[src/rtl/jpeg_ctrl_pkg.sv]
// jpeg_ctrl_pkg: shared sequencer states, block size and zigzag index-to-raster table
package jpeg_ctrl_pkg;
  typedef enum logic [1:0] {IDLE, PATCH, FLUSH, DONE} state_t;
  localparam int BLK_ELEMS = 64;
  localparam logic [5:0] ZZ [BLK_ELEMS] = '{
    6'd0,  6'd1,  6'd8,  6'd16, 6'd9,  6'd2,  6'd3,  6'd10,
    6'd17, 6'd24, 6'd32, 6'd25, 6'd18, 6'd11, 6'd4,  6'd5,
    6'd12, 6'd19, 6'd26, 6'd33, 6'd40, 6'd48, 6'd41, 6'd34,
    6'd27, 6'd20, 6'd13, 6'd6,  6'd7,  6'd14, 6'd21, 6'd28,
    6'd35, 6'd42, 6'd49, 6'd56, 6'd57, 6'd50, 6'd43, 6'd36,
    6'd29, 6'd22, 6'd15, 6'd23, 6'd30, 6'd37, 6'd44, 6'd51,
    6'd58, 6'd59, 6'd52, 6'd45, 6'd38, 6'd31, 6'd39, 6'd46,
    6'd53, 6'd60, 6'd61, 6'd54, 6'd47, 6'd55, 6'd62, 6'd63
  };
endpackage

[src/rtl/zigzag_lut.sv]
// zigzag_lut: combinational 6-bit zigzag index to 6-bit raster address map
module zigzag_lut
  import jpeg_ctrl_pkg::*;
(
  input  logic [5:0] idx,
  output logic [5:0] addr
);
  assign addr = ZZ[idx];
endmodule

[src/rtl/databuffer_seq_ctrl.sv]
// databuffer_seq_ctrl: sequences bulk load, patch writes and bulk output of the 64x8 block buffer
module databuffer_seq_ctrl
  import jpeg_ctrl_pkg::*;
#(
  parameter int DATA_WIDTH = 8,
  parameter int DEPTH      = BLK_ELEMS,
  parameter int ADDR_WIDTH = 8,
  parameter int CNT_WIDTH  = 16
)(
  input  logic                  clock,
  input  logic                  reset,
  input  logic                  blk_in_valid,
  output logic                  blk_in_ready,
  input  logic [6:0]            cfg_patch_len,
  input  logic                  cfg_zigzag,
  input  logic                  wr_valid,
  input  logic [DATA_WIDTH-1:0] wr_data,
  output logic                  wr_ready,
  output logic                  buf_input_enable,
  output logic                  buf_input_data_enable,
  output logic [ADDR_WIDTH-1:0] buf_input_data_address,
  output logic [DATA_WIDTH-1:0] buf_input_address_data,
  output logic                  buf_output_enable,
  output logic                  blk_out_valid,
  input  logic                  blk_out_ready,
  output logic                  busy,
  output logic [CNT_WIDTH-1:0]  blocks_done
);
  localparam logic [6:0] MAX_LEN = 7'(DEPTH);
  state_t state, state_nx;
  logic [5:0] idx, zz_addr;
  logic [6:0] len, len_in;
  logic zz, rst_q, en, acc_in, acc_wr, acc_out, last;
  assign en = !reset && !rst_q;
  assign len_in = cfg_patch_len > MAX_LEN ? MAX_LEN : cfg_patch_len;
  assign last = {1'b0, idx} == len - 7'd1;
  assign busy = state != IDLE;
  assign blk_in_ready = en && state == IDLE;
  assign wr_ready = en && state == PATCH;
  assign buf_output_enable = en && state == FLUSH;
  assign blk_out_valid = en && state == DONE;
  assign acc_in = blk_in_ready && blk_in_valid;
  assign acc_wr = wr_ready && wr_valid;
  assign acc_out = blk_out_valid && blk_out_ready;
  assign buf_input_enable = acc_in;
  assign buf_input_data_enable = acc_wr;
  assign buf_input_data_address = acc_wr ? ADDR_WIDTH'(zz ? zz_addr : idx) : '0;
  assign buf_input_address_data = acc_wr ? wr_data : '0;
  zigzag_lut u_zz (.idx(idx), .addr(zz_addr));
  always_comb begin
    state_nx = state;
    case (state)
      IDLE:    state_nx = acc_in ? (len_in != 7'd0 ? PATCH : FLUSH) : IDLE;
      PATCH:   state_nx = acc_wr && last ? FLUSH : PATCH;
      FLUSH:   state_nx = DONE;
      DONE:    state_nx = acc_out ? IDLE : DONE;
      default: state_nx = IDLE;
    endcase
  end
  always_ff @(posedge clock) begin
    if (reset) begin
      state       <= IDLE;
      idx         <= '0;
      len         <= '0;
      zz          <= 1'b0;
      blocks_done <= '0;
      rst_q       <= 1'b1;
    end else begin
      state <= state_nx;
      rst_q <= 1'b0;
      if (acc_in) begin
        len <= len_in;
        zz  <= cfg_zigzag;
      end
      if (acc_wr) idx <= last ? '0 : idx + 6'd1;
      if (acc_out) blocks_done <= blocks_done + CNT_WIDTH'(1);
    end
  end
endmodule

[config.mk]
export PLATFORM = sky130hd
export DESIGN_NAME = databuffer_seq_ctrl
export DESIGN_NICKNAME = d
export VERILOG_FILES = /design/src/rtl/jpeg_ctrl_pkg.sv /design/src/rtl/zigzag_lut.sv /design/src/rtl/databuffer_seq_ctrl.sv
export SDC_FILE = /design/constraint.sdc
export NUM_CORES = 1
export LEC_CHECK = 0
export ABC_AREA = 1
export CORE_UTILIZATION = 41
export DETAILED_ROUTE_END_ITERATION = 10
export PLACE_DENSITY = 0.76
export SYNTH_ARGS = -nofsm -noshare
export SYNTH_HDL_FRONTEND = slang
export SYNTH_SLANG_ARGS = --single-unit
[constraint.sdc]
create_clock -name clock -period 1.84 [get_ports clock]
set_input_delay 0.184 -clock clock [delete_from_list [all_inputs] [get_ports clock]]
set_output_delay 0.184 -clock clock [all_outputs]
set_load 0.01 [all_outputs]
# Word-level counts from Yosys, hierarchy flattened
# Memories as Yosys holds them, arrays and structs flattened.
# Index checks and enable logic that the tools add are counted.
# classes
addsub	3
reduce_logical	14
order_cmp	2
n_bitwise	1
eq_ne	4
n_mux	13
# ops
op	n
$mux W6	5
$add A16 B1 Y16 const B	1
$logic_and A1 B1 Y1	9
$mux W2	4
$mux W8	1
$pmux W2 S4	1
$eq A6 B7 Y1	1
$ge A7 B7 Y1 const B	1
$gt A7 B7 Y1 const B	1
$mux W7	1
$not A6 Y7	1
$reduce_bool A7 Y1	1
$sub A7 B1 Y7 const B	1
$add A6 B1 Y6 const B	1
$eq A2 B2 Y1 const B	2
$eq A2 B1 Y1 const B	1
$logic_not A1 Y1	2
$logic_not A2 Y1	1
$reduce_bool A2 Y1	1
$mux W1	1
# word_totals
mem_count	1
in_bits	21
mem_bits_ro	384
reg_bits	33
# mem_list
name	words	width	read_ports	rd_clocked_by_memory_dff	wr	line	text
(name not given)	64	6	1	0	0	zigzag_lut.sv:8	assign addr = ZZ[idx];

# Depth between registers and ports, before layout
# Gate-level depths: netlist of run 1.
# logic_depth
depth_word	7
mapped_depth	11
mapped_depth_nobuf	11

# Cells and area by module
# Synthesis of run 1 repeated with hierarchy kept, for this count alone.
# hier_totals
cells_unflattened	473
area_unflattened_um2	2767.7
# by_module_without_submodules
module	seq_area_each_um2	area_per_inst_um2	n_inst	cells_each
databuffer_seq_ctrl	660.6	1999.4	1	322
zigzag_lut	0.0	768.2	1	151

# Worst setup path before layout of run 1
# OpenSTA, ideal clock, no wires.
# synth_timing
path_kind	register to output
start	register idx[1]
end	output port buf_input_data_address[1]
t_arrival_ns	1.760
path_stages_with_launch	11
setup_slack_ns	-0.104
path_cell_list	dfxtp_1 -> inv_1 -> ha_1 -> inv_1 -> nand2_1 -> o21ai_0 -> nand2_1 -> o21ai_0 -> o211ai_1 -> nand2_1 -> nor2_1
# synth_via
elab_chain_cells	6
# synth_lines
item	line	text
start: declaration	databuffer_seq_ctrl.sv:31	logic [5:0] idx, zz_addr;
start signal: assignment	databuffer_seq_ctrl.sv:75	if (acc_wr) idx <= last ? '0 : idx + 6'd1;
$not A6 Y7 (implied by the code)	zigzag_lut.sv:8	
$mem_v2 Z64 W6	n/a	
$mux W6 (implied by the code) (2 in series)	zigzag_lut.sv:8	
$mux W6 * (2 in series)	databuffer_seq_ctrl.sv:47	assign buf_input_data_address = acc_wr ? ADDR_WIDTH'(zz ? zz_addr : idx) : '0;
end: declaration	databuffer_seq_ctrl.sv:21	output logic [ADDR_WIDTH-1:0] buf_input_data_address,
# Mark *: on every way between the ends. The rest lies on a longest branch, timed or not. The select of a mux whose other input is x is not followed.

# Worst setup path in the final report of run 1
# layout_timing
start	register idx[0]
end	output port buf_input_data_address[1]
# layout_via
elab_chain_cells	6
# layout_lines
item	line
$not A6 Y7 (implied by the code)	zigzag_lut.sv:8
$mem_v2 Z64 W6	n/a
$mux W6 (implied by the code) (2 in series)	zigzag_lut.sv:8
$mux W6 (2 in series)	databuffer_seq_ctrl.sv:47
# Every way passes these cells. The select of a mux whose other input is x is not followed.

==> out/results.txt, run 1 <==
The final reports fail on design-rule violations, negative setup slack. The total of max-cap violations was 0. Setup repair after global routing could not meet its margin everywhere.

The tools report the net count of the finished layout as 576. The largest total area in the synthesized netlist belongs to sky130_fd_sc_hd__dfxtp_1. Among all stages on the critical path, the largest delay is contributed by sky130_fd_sc_hd__dfxtp_4.

The core region is 6310 sq um. The tools report the max-slew violation count as 0. The count of buffering cells on the critical path with inverters included is 4.

The logs give 0.00183 uW for the leakage dissipation and 6 for the total of endpoints with negative setup slack in the final report. In this run, synthesis produced a sequential element count of 33. Leaving out fill and tap cells, the most frequent cell in the layout is sky130_fd_sc_hd__nand2_1.

For the required time reported for the critical path endpoint, the log shows 1.66 ns. The clock passes through at most 2 buffers. The tools report the post-route antenna net violation count as 0. In this run the critical register-to-register path is launched from len[0].

The antenna cell count is 0, and the HPWL after detailed placement is 5940 microns. The final critical path takes up 111% of the cycle. Number of global-route vias before repair: 2,827.

The type of the tightest min-delay check was in2reg. The post-cts hold buffer count is 0. CTS built an H-tree with a depth of 2. Summed over all layers, the global routing overflow is 0. Power spread over the standard cell area amounts to 417 nW/um^2. By instance count, the cell type seen most on the critical path is sky130_fd_sc_hd__buf_4. Counting buffers and inverters, the worst setup path is 10 cells deep. In this run the clock root is driven by a sky130_fd_sc_hd__clkbuf_8. The worst setup path is launched from a flip-flop. Across the whole layout, storage elements account for 673 sq um. The design draws 1670 uW. The number of sinks driven by the clock tree is 33. The number of clock buffers added by TritonCTS is 5. The maximum net fanout on the critical path is 3. The run finished, with violations left. The post-CTS clock slew at the launch and capture registers of the worst setup and hold paths was 0.07 ns; the effective utilization at floorplan was 42.4%. The count of buffers from port buffering was 57; the number of antenna violations at the first check in global routing was 0.

In the layout the commonest cells are sky130_fd_sc_hd__nand2_1 (98), sky130_fd_sc_hd__buf_4 (54), sky130_fd_sc_hd__inv_1 (47). The data arrival time of the critical path is 1.86 ns, and the overall die width is 82.8 microns. The worst register-to-register path ends at idx[2].

The multi-input combinational cells in the finished layout cover a total of 1830 sq um. The maximum operating frequency was 0.490 GHz. For the count of final hold-check violations, the log shows 0.

The detailed router finished its first iteration with 282 violations. For the overall track demand over capacity in global routing, the log shows 24.3%. From bottom edge to top edge, the die measures 82.8 microns. The maximum single-stage delay on the critical path is 0.37 ns, and the total of warnings raised by yosys is 0.

Summing every instance area after synthesis gives 2680 sq um. The filler cell count in the final layout was 558. The most critical setup path has its endpoint at buf_input_data_address[1]. Routability-driven placement finished with a final weighted congestion of 0.925. The average size of a mapped cell came out at 6.26 sq um. The source of the critical timing path was idx[0].

The source-to-sink clock delay at the later pin of the worst-skew pair is 0.30 ns, and the post-detailed-route via-to-cell ratio is 5.19. On the final layout, the worst hold slack is 0.471 ns. After synthesis, the netlist uses 35 different library cells.

The run gives 29 as the placement row count. The floorplan step defined a die boundary enclosing 6850 sq um. Ranked by total cell area, the synthesized netlist is headed by sky130_fd_sc_hd__dfxtp_1 (25%), sky130_fd_sc_hd__nand2_1 (14%), sky130_fd_sc_hd__ha_1 (8.9%). The classification of the worst setup path is reg2out. The final critical-path required period came out at 2.04 ns.

The DRC violation count after routing is 2, and the slack of the worst reg-to-reg path is 0.21 ns. TritonCTS built the clock tree. The number of cells on the worst reg-to-reg path is 11. Of the cells placed in the final design, the portion with a size suffix greater than 1 is 24.0%.

Among cell families on the critical path, the largest total delay comes from buffers and inverters. The top-area cell type share of the netlist area is 24.7%, and the slack of the critical path is -0.199 ns. 60 I/O pins were placed. The first TritonRoute pass finished after 9 iterations. Across the routed clock network, the largest skew measured is 0.00607 ns.

The critical path goes through inv_4, ha_4, a21oi_4, buf_4, buf_4, o21a_1, o21ai_0, a21oi_1, nor2_2, buf_2. The signed area change from the synthesized netlist to the final layout came out at 49.3%. STA classifies the critical path endpoint as a primary output. The number of vias after detailed routing is 3,189.

The cell count after synthesis came out at 427. Sequential cells were found to cover 24.7% of the synthesized design area. The run gives 22 as the pin count of the biggest net entering global routing. The maximum VDD drop is 0.452 mV, and the wire length of the first global-routing pass is 12,800 microns.

Summed over all layers, the routed wires come to 8070 microns. Detail-routed net length per standard cell: 13.1 microns.
-- through the flow --
step | utilization [%] | cells | setup WS [ns] | instance area (sq um) | TNS [ns]
3_5_place_dp | 58.4 | 600 | -0.352 | 3680 | -2.56
3_3_place_gp | 58.4 | 600 | -0.333 | 3680 | -2.31
4_1_cts | 62.4 | 613 | -0.191 | 3940 | -0.701
5_1_grt | 63.3 | 614 | -0.294 | 3990 | -1.42
2_1_floorplan | - | 428 | 0.0154 | 2690 | 0
6_report | 63.3 | 614 | -0.199 | 3990 | -0.845
-- flip-flops by register name (all words and copies together), names as in the netlist --
register,count
idx,6
blocks_done,16
state,2
zz,1
len,7
rst_q,1
-- worst min path at each step --
stage	startpoint	endpoint	slack (ns)	depth (start not counted)
detailed placement	blocks_done[6]	blocks_done[6]	0.49	2
global placement	blocks_done[9]	blocks_done[9]	0.47	2
floorplan	reset	rst_q	0.21	0
global route	cfg_patch_len[5]	len[5]	0.50	3
finish	cfg_patch_len[4]	len[4]	0.47	3
CTS	cfg_patch_len[4]	len[4]	0.48	3
-- synth_stat cells (all sizes together) --
library cell  instances
or2                   3
nand2               103
conb                  1
clkbuf                6
clkinv                1
nor2                 51
xnor2                 4
dfxtp                33
nand3                29
a211oi                3
o211ai                6
a21oi                45
xor2                  4
buf                  11
a22oi                 2
inv                  58
nor3                 10
o21a                  1
ha                   19
nor3b                 1
nand4                 8
o21ai                28
-- worst reg2reg max path: cells and delay by family, from the launching register on --
kind          cells  cell delay [ns]
simple gates      9             0.87
buf+inv           1             0.07
fa+ha+maj         1             0.22
flops             1             0.35
-- layout make-up --
cell class | count | area share, %
Sequential cell | 33 | 16.9
Timing Repair Buffer | 118 | 26.2
Clock inverter | 2 | 0.940
Tap cell | 77 | 2.41
Clock buffer | 6 | 2.07
Multi-Input combinational cell | 319 | 45.7
Inverter | 59 | 5.86
-- cell families (layout without fill, tap and decap cells) --
family	count (synthesis)	count (layout)	share of synthesized area [%]
AO/OA/AOI/OAI	85	85	17.4
XOR/XNOR	8	8	2.62
adder cells (fa/ha/maj)	19	19	8.89
buffers and inverters	76	185	11.7
flip-flops	33	33	24.7
other	1	2	0.140
AND/OR/NAND/NOR	205	205	34.6
-- power by group --
group          internal [uW]  total, uW  switching (uW)  leakage [uW]
registers                720        727            7.08      0.000270
clock network            440        729             289     0.0000574
logic                    105        210             105       0.00150
total                   1260       1670             401       0.00183
-- repair_timing --
action	4_1_cts	5_1_grt
setup buffers	5	1
pin swaps	13	7
endpoints found under the setup margin	16	19
resized for setup	73	16
-- layer usage --
metal	up-vias	track usage [%]	share of wire (%)
met5	-	0	0
met4	0	8.10	2.1
met3	23	4.04	6.0
met2	110	39.3	47
met1	1458	32.5	44
li1	1598	-	-
(Power assumes the default switching activity.)
==> inputs of run 2 (changes only) <==
--- a/config.mk
+++ b/config.mk
@@ -6,6 +6,7 @@
 export NUM_CORES = 1
 export LEC_CHECK = 0
 export ABC_AREA = 1
+export CORE_ASPECT_RATIO = 0.7
 export CORE_UTILIZATION = 41
 export DETAILED_ROUTE_END_ITERATION = 10
 export PLACE_DENSITY = 0.76
==> run 2 against run 1 <==
- the run ends with negative setup slack left
- core utilization increased by 0.92 points
- die area about the same
- clock skew increased by 0.0025 ns
- first-iteration DRC count decreased by 13%
- sequential power about the same
- combinational power increased by 5%
- worst setup slack improved by 0.0076 ns
- count of clock-buffer cells in the layout decreased by 1
- largest cell class unchanged
==> out/results.txt, run 2 (same netlist as run 1, synthesis figures left out) <==
The TritonCTS buffer count is 5 (unchanged), and the count of buffers from port buffering is 57 (unchanged). For this design, the slowest cell found on the critical path is sky130_fd_sc_hd__dfxtp_4. For the required time reported for the critical path endpoint, the log shows 1.66 ns (about the same).

The tightest min-delay check is of the in2reg type. The logs give 33 (unchanged) for the number of sinks driven by the clock tree and 0 (unchanged) for the antenna cell count. The library cell used most frequently in the layout, excluding fill and tap cells, is sky130_fd_sc_hd__nand2_1. The cell area after placement is 3630 sq um (-1.4%). In the final layout, the registers with the most flip-flops are blocks_done (16), len (7), idx (6). Placement row count: 24 (-17%). The DRC violation count after routing came out at 0 (-2). The flip-flop count of the largest register, all copies and words added is 16 (unchanged), and the overall die width is 98.5 microns (+19%). The pin count of the biggest net entering global routing is 22 (unchanged), and the signed area change from the synthesized netlist to the final layout is 50.6%. blocks_done holds more flip-flops than any other register. The maximum net fanout on the critical path was 4 (+1); the count of final hold-check violations was 0 (unchanged). The final reports fail on negative setup slack.

Max-slew violation count: 0 (unchanged). The worst register-to-register path begins at idx[3]. The clock root buffer is sky130_fd_sc_hd__clkbuf_8.

The tools report the worst-case clock skew as 0.00853 ns (+0.00246 ns). The count of routing violations after the opening detailed-route iteration is 246 (-13%), and the count of buffering cells on the critical path with inverters included is 4 (unchanged). The tools report the placed cell count as 594 (-1.0%). The final critical-path required period works out to 2.03 ns (-0.00759 ns). Walking the worst path, the cells encountered are inv_4, ha_4, a21oi_2, buf_4, buf_4, o21a_1, o21ai_1, a21oi_1, nor2_2, buf_2.

For the HPWL after detailed placement, the log shows 6210 microns (+4.6%). Wire length of the first global-routing pass: 14,300 microns (+11%). STA classifies the critical path startpoint as a flip-flop. The I/O pin total came out at 60 (unchanged). The post-detailed-route via-to-cell ratio came out at 5.26 (+1.2%). The overall overflow remaining after global route is 0 (unchanged).

The tools report the post-route non-filler standard cell count as 612 (-0.33%). The run gives 2 (unchanged) as the maximum level of the CTS H-tree. The logs give 26.1% (+1.8 points) for the overall track demand over capacity in global routing and 2 (unchanged) for the maximum clock insertion buffer count.

The final wirelength is 8550 microns (+6.0%). The post-CTS clock slew at the launch and capture registers of the worst setup and hold paths works out to 0.07 ns (about the same). The layout cell share with drive strength beyond 1 was 26.4% (+2.4 points). The worst reg2reg path depth is 13 (+2).

The die outline height works out to 69.6 microns (-16%). TritonCTS built the clock tree. The total of max-cap violations was 0 (unchanged); the maximum operating frequency was 0.492 GHz (+0.37%).

The run gives 0.942 (+1.8%) as the routability congestion estimate from global placement. The net count of the finished layout is 573 (-0.52%). The tools report the leakage dissipation as 0.00179 uW (-2.2%). Setup repair after global routing could not meet its margin everywhere. Maximum VDD drop: 0.474 mV (+5.0%). In the layout the commonest cells are sky130_fd_sc_hd__nand2_1 (95), sky130_fd_sc_hd__buf_4 (48), sky130_fd_sc_hd__inv_1 (47).

The period utilization is 110% (-0.41 points). For the number of vias after detailed routing, the log shows 3,218 (+0.91%). The source of the critical timing path was idx[1].

The cell depth of the worst setup path was 10 (unchanged); the effective utilization at floorplan was 42.6% (+0.25 points). The run finished, with violations left. Endpoint type of the worst setup path: a primary output. For the source-to-sink clock delay at the later pin of the worst-skew pair, the log shows 0.29 ns (about the same). The terminus of the critical flop-to-flop path was idx[1]. The most critical setup path has its endpoint at buf_input_data_address[1]. The area of the core is 6280 sq um (-0.59%). Number of antenna violations at the first check in global routing: 0 (unchanged). The tools report the number of global-route vias before repair as 3,042 (+7.6%). The slack of the worst reg-to-reg path is 0.13 ns (-0.08 ns), and the data arrival time of the critical path is 1.85 ns (about the same). The total of endpoints with negative setup slack in the final report is 6 (unchanged), and the power per unit of standard cell area is 369 nW/um^2 (-11%). Number of search-and-repair iterations in the first detailed-routing pass: 5 (-4).

The top cell family by delay on the critical path is compound AO/OA/AOI/OAI gates. The cell seen most often among critical-path stages was sky130_fd_sc_hd__buf_4. The maximum single-stage delay on the critical path is 0.37 ns (about the same), and the cell area after layout is 4030 sq um (+0.85%). The classification of the worst setup path is reg2out. The post-route antenna net violation count came out at 0 (unchanged). The slack of the critical path was -0.192 ns (+0.00760 ns); the overall die area was 6860 sq um (about the same).

The detail-routed net length per standard cell is 14.0 microns (+6.4%).
[run 2: per-layer routing]
layer,vias up,wire [microns],share of wire (%),GRT usage [%]
li1,1586,-,-,-
met1,1464,4020,47,37.1
met2,148,3710,43,38.8
met3,20,684,8.0,5.34
met4,0,137,1.6,9.78
met5,-,0,0,0
[run 2: per-stage QoR]
stage / worst slack (ns) / setup TNS (ns) / power (uW) / utilization (%) / hold WS (ns)
6_report: -0.192 / -0.873 / 1490 / 64.2 / 0.455
5_1_grt: -0.311 / -1.51 / 1560 / 64.2 / 0.471
4_1_cts: -0.151 / -0.618 / 1480 / 63.0 / 0.457
3_5_place_dp: -0.352 / -2.51 / 940 / 57.9 / 0.473
3_3_place_gp: -0.321 / -2.17 / 937 / 57.9 / 0.465
2_1_floorplan: 0.0154 / 0 / 843 / - / 0.212
[run 2: area by class of cell]
type                       instances  area (sq um)
inverter                          59           230
timing repair buffer             115          1040
multi-input combinational        319          1890
clock buffer                       5          68.8
clock inverter                     3          17.5
fill                             542          2250
sequential                        33           677
tap                               78          97.6
[run 2: worst min path at each step]
| stage | cells after the start | end | start |
|---|---|---|---|
| 3_3_place_gp | 2 | blocks_done[9] | blocks_done[9] |
| 5_1_grt | 2 | rst_q | reset |
| 3_5_place_dp | 2 | blocks_done[9] | blocks_done[9] |
| 6_report | 2 | rst_q | reset |
| 4_1_cts | 2 | rst_q | reset |
| 2_1_floorplan | 0 | rst_q | reset |
[run 2: timing repair]
| action | in CTS | in global routing |
|---|---|---|
| gates resized for setup | 90 | 27 |
| pin swaps | 25 | 16 |
| cloned | 1 | 0 |
| setup endpoints to repair | 17 | 16 |
| setup buffers | 9 | 1 |
| hold buffers | 0 | 0 |
[run 2: power by group]
group          leakage [uW]  internal (uW)  switching [uW]  total (uW)
combinational       0.00148            108             113         221
clock             0.0000439            261             283         544
sequential         0.000270            717            6.88         724
total               0.00179           1090             403        1490
==> inputs of run 3 (changes only) <==
--- a/config.mk
+++ b/config.mk
@@ -7,6 +7,7 @@
 export LEC_CHECK = 0
 export ABC_AREA = 1
 export CORE_ASPECT_RATIO = 0.7
+export CORE_MARGIN = 3
 export CORE_UTILIZATION = 41
 export DETAILED_ROUTE_END_ITERATION = 10
 export PLACE_DENSITY = 0.76
==> run 3 against run 2 <==
- the flow still finishes with violations (negative setup slack)
- sequential share of layout area is 0.62 points lower
- clock skew fell by 0.0012 ns
- die area up 10%
- clock power is 13% higher
- core utilization is 4.7 points higher
- worst setup slack better by 0.049 ns
- critical path depth shrank 1
- combinational power hardly changed
- sequential power is 0.6% higher
- critical path type unchanged
- critical endpoint unchanged
==> out/results.txt, run 3 (same netlist as run 1, synthesis figures left out) <==
The number of sinks driven by the clock tree came out at 33 (unchanged). TritonCTS built the clock tree. The data arrival time of the critical path is 1.80 ns (-0.05 ns), and the number of vias after detailed routing is 3,269 (+1.6%). Post-CTS clock slew at the launch and capture registers of the worst setup and hold paths: 0.07 ns (about the same). The period utilization is 108% (-2.7 points), and the overall track demand over capacity in global routing is 23.5% (-2.6 points). The number of antenna violations at the first check in global routing was 0 (unchanged); the maximum level of the CTS H-tree was 2 (unchanged).

The overall die width was 103 microns (+4.1%). In this run the critical register-to-register path is captured at idx[0]. In the final layout, the registers with the most flip-flops are blocks_done (16), len (7), idx (6). For the cell area after placement, the log shows 3690 sq um (+1.7%).

The cell area after layout was 4140 sq um (+2.9%); the maximum net fanout on the critical path was 4 (unchanged). The post-route antenna net violation count is 0 (unchanged). The required time reported for the critical path endpoint was 1.66 ns (about the same). The leakage dissipation came out at 0.00179 uW (about the same). The maximum operating frequency is 0.504 GHz (+2.5%). Launch point of the worst reg-to-reg path: len[0]. The post-cts hold buffer count was 0 (unchanged). For the placement row count, the log shows 23 (-4.2%). Kind of launch point of the worst setup path: a flip-flop. For the global-route met2 utilization, the log shows 34.0% (-4.8 points). For the I/O pin total, the log shows 60 (unchanged).

The multi-input logic area came out at 2000 sq um (+5.4%). The number of search-and-repair iterations in the first detailed-routing pass is 8 (+3). The wire length of the first global-routing pass is 14,000 microns (-1.9%), and the signed area change from the synthesized netlist to the final layout is 54.9%. The logs give 576 (+0.52%) for the net count of the finished layout and 0 (unchanged) for the DRC violation count after routing. The power per unit of standard cell area is 378 nW/um^2 (+2.3%), and the flip-flop count of the largest register, all copies and words added is 16 (unchanged). Met1 routing resource usage after global routing: 34.6% (-2.5 points). For hold timing, the worst endpoint is len[1]. The startpoint of the lowest-slack hold path was cfg_patch_len[1]. Antenna cell count: 0 (unchanged). The max-slew violation count came out at 0 (unchanged).

The routability congestion estimate from global placement was 0.927 (-1.6%). The number of global-route vias before repair is 2,869 (-5.7%). The final wirelength was 9260 microns (+8.3%); the detail-routed net length per standard cell was 15.1 microns (+8.3%). The post-detailed-route via-to-cell ratio is 5.34 (+1.6%). The worst reg2reg path depth is 11 (-2), and the filler cell count in the final layout is 495 (-8.7%). The count of routing violations after the opening detailed-route iteration was 275 (+12%); the count of final hold-check violations was 0 (unchanged).

The tools report the overall die area as 7550 sq um (+10%). The HPWL after detailed placement came out at 6830 microns (+10%). met1 is the most crowded layer. The pin count of the biggest net entering global routing was 22 (unchanged); the layout cell share with drive strength beyond 1 was 28.5% (+2.1 points).

The maximum clock insertion buffer count was 2 (unchanged); the slack of the critical path was -0.142 ns (+0.0493 ns). The worst setup path is of the reg2out kind. The count of buffers from port buffering came out at 57 (unchanged). The run gives 0.29 ns (about the same) as the source-to-sink clock delay at the later pin of the worst-skew pair. For the total of max-cap violations, the log shows 0 (unchanged). The tools report the routing usage on met3 as 6.55% (+1.2 points). For the effective utilization at floorplan, the log shows 44.5% (+1.9 points). The tightest min-delay check is of the in2reg type. In the layout the commonest cells are sky130_fd_sc_hd__nand2_1 (96), sky130_fd_sc_hd__buf_4 (48), sky130_fd_sc_hd__inv_1 (47).

The worst hold path stage count is 3 (+1), and the total of endpoints with negative setup slack in the final report is 6 (unchanged). The tools report the area taken by flip-flops and latches as 671 sq um (-0.92%). The run gives 5 (unchanged) as the TritonCTS buffer count. The register containing the most flip-flops in the final layout was blocks_done. The setup TNS after final layout came out at -0.639 ns (+0.234 ns). The worst setup path is captured at a primary output. Area of the core: 6010 sq um (-4.2%).

The most common library cell in the layout ignoring fill and taps is sky130_fd_sc_hd__nand2_1. The worst-case clock skew is 0.00738 ns (-0.00115 ns). The die outline height was 73.6 microns (+5.7%).

The tools report the maximum VDD drop as 0.357 mV (-25%). The cell sitting at the root of the clock tree is a sky130_fd_sc_hd__clkbuf_8. The final reports fail on negative setup slack. Setup repair after global routing could not meet its margin everywhere. The overall overflow remaining after global route was 0 (unchanged). The flow ran to the end, but the final reports show violations.

The slack of the worst reg-to-reg path was 0.12 ns (about the same); the final critical-path required period was 1.98 ns (-0.0493 ns).
==> run 3: changes by cell type in the layout (fill, tap and decap cells not counted), moves of 2 or more <==
cell                             previous run  this run
sky130_fd_sc_hd__ha_4                       6        12
sky130_fd_sc_hd__a21oi_1                   36        32
sky130_fd_sc_hd__buf_6                      5         9
sky130_fd_sc_hd__dfxtp_2                    1         5
sky130_fd_sc_hd__a21oi_2                    9        12
sky130_fd_sc_hd__dfxtp_4                    4         1
sky130_fd_sc_hd__dlygate4sd2_1             11        14
sky130_fd_sc_hd__dlymetal6s2s_1             3         0
sky130_fd_sc_hd__ha_1                       9         6
sky130_fd_sc_hd__ha_2                       4         1
sky130_fd_sc_hd__clkbuf_8                   5         7
sky130_fd_sc_hd__nand2_4                    2         0
==> run 3: cell type report <==
cell class / count / area share [%]
Timing Repair Buffer: 118 / 25.5
Clock inverter: 1 / 0.121
Clock buffer: 7 / 2.32
Sequential cell: 33 / 16.2
Inverter: 59 / 5.50
Multi-Input combinational cell: 319 / 48.2
Tap cell: 75 / 2.26
==> run 3: report_power, final <==
part / total, uW / switching [uW] / internal [uW]
clock network: 614 / 276 / 338
logic: 224 / 115 / 110
registers: 728 / 7.05 / 721
total: 1570 / 398 / 1170
==> run 3: per-stage QoR <==
step	util (%)	setup WS (ns)	hold WS (ns)	std cells	power [uW]
floorplan	-	0.0154	0.212	428	843
global placement	61.4	-0.334	0.467	598	944
detailed placement	61.4	-0.363	0.478	598	946
CTS	65.3	-0.138	0.484	609	1560
global route	68.9	-0.215	0.512	612	1630
finish	68.9	-0.142	0.477	612	1570
==> run 3: routing by layer <==
| metal | vias to the layer above | wire (microns) |
|---|---|---|
| met5 | - | 0 |
| met4 | 0 | 115 |
| met3 | 17 | 817 |
| met2 | 154 | 4110 |
| met1 | 1502 | 4210 |
| li1 | 1596 | - |
==> run 3: critical path, stage by stage, from the launching register on <==
cell and delay, ns:
sky130_fd_sc_hd__dfxtp_4 0.37, sky130_fd_sc_hd__inv_4 0.05, sky130_fd_sc_hd__ha_4 0.26, sky130_fd_sc_hd__a21oi_4 0.17, sky130_fd_sc_hd__buf_6 0.12, sky130_fd_sc_hd__o21a_1 0.15
sky130_fd_sc_hd__o21ai_2 0.07, sky130_fd_sc_hd__a21oi_2 0.13, sky130_fd_sc_hd__nor2_2 0.05, sky130_fd_sc_hd__buf_2 0.13
==> run 3: how the worst max path moves through the flow <==
stage | start | to | slack [ns] | cells past startpoint
after floorplan | idx[0] | buf_input_data_address[1] | 0.02 | 11
after global placement | idx[0] | buf_input_data_address[2] | -0.33 | 8
after detailed placement | idx[0] | buf_input_data_address[2] | -0.36 | 8
after CTS | idx[1] | buf_input_data_address[1] | -0.14 | 9
after global routing | idx[1] | buf_input_data_address[4] | -0.22 | 11
final | idx[0] | buf_input_data_address[1] | -0.14 | 9
==> run 3: timing repair <==
action	in CTS	in global routing
endpoints found under the setup margin	19	10
resized for setup	80	48
gates cloned	1	0
buffers inserted	2	4
pin swaps	22	29
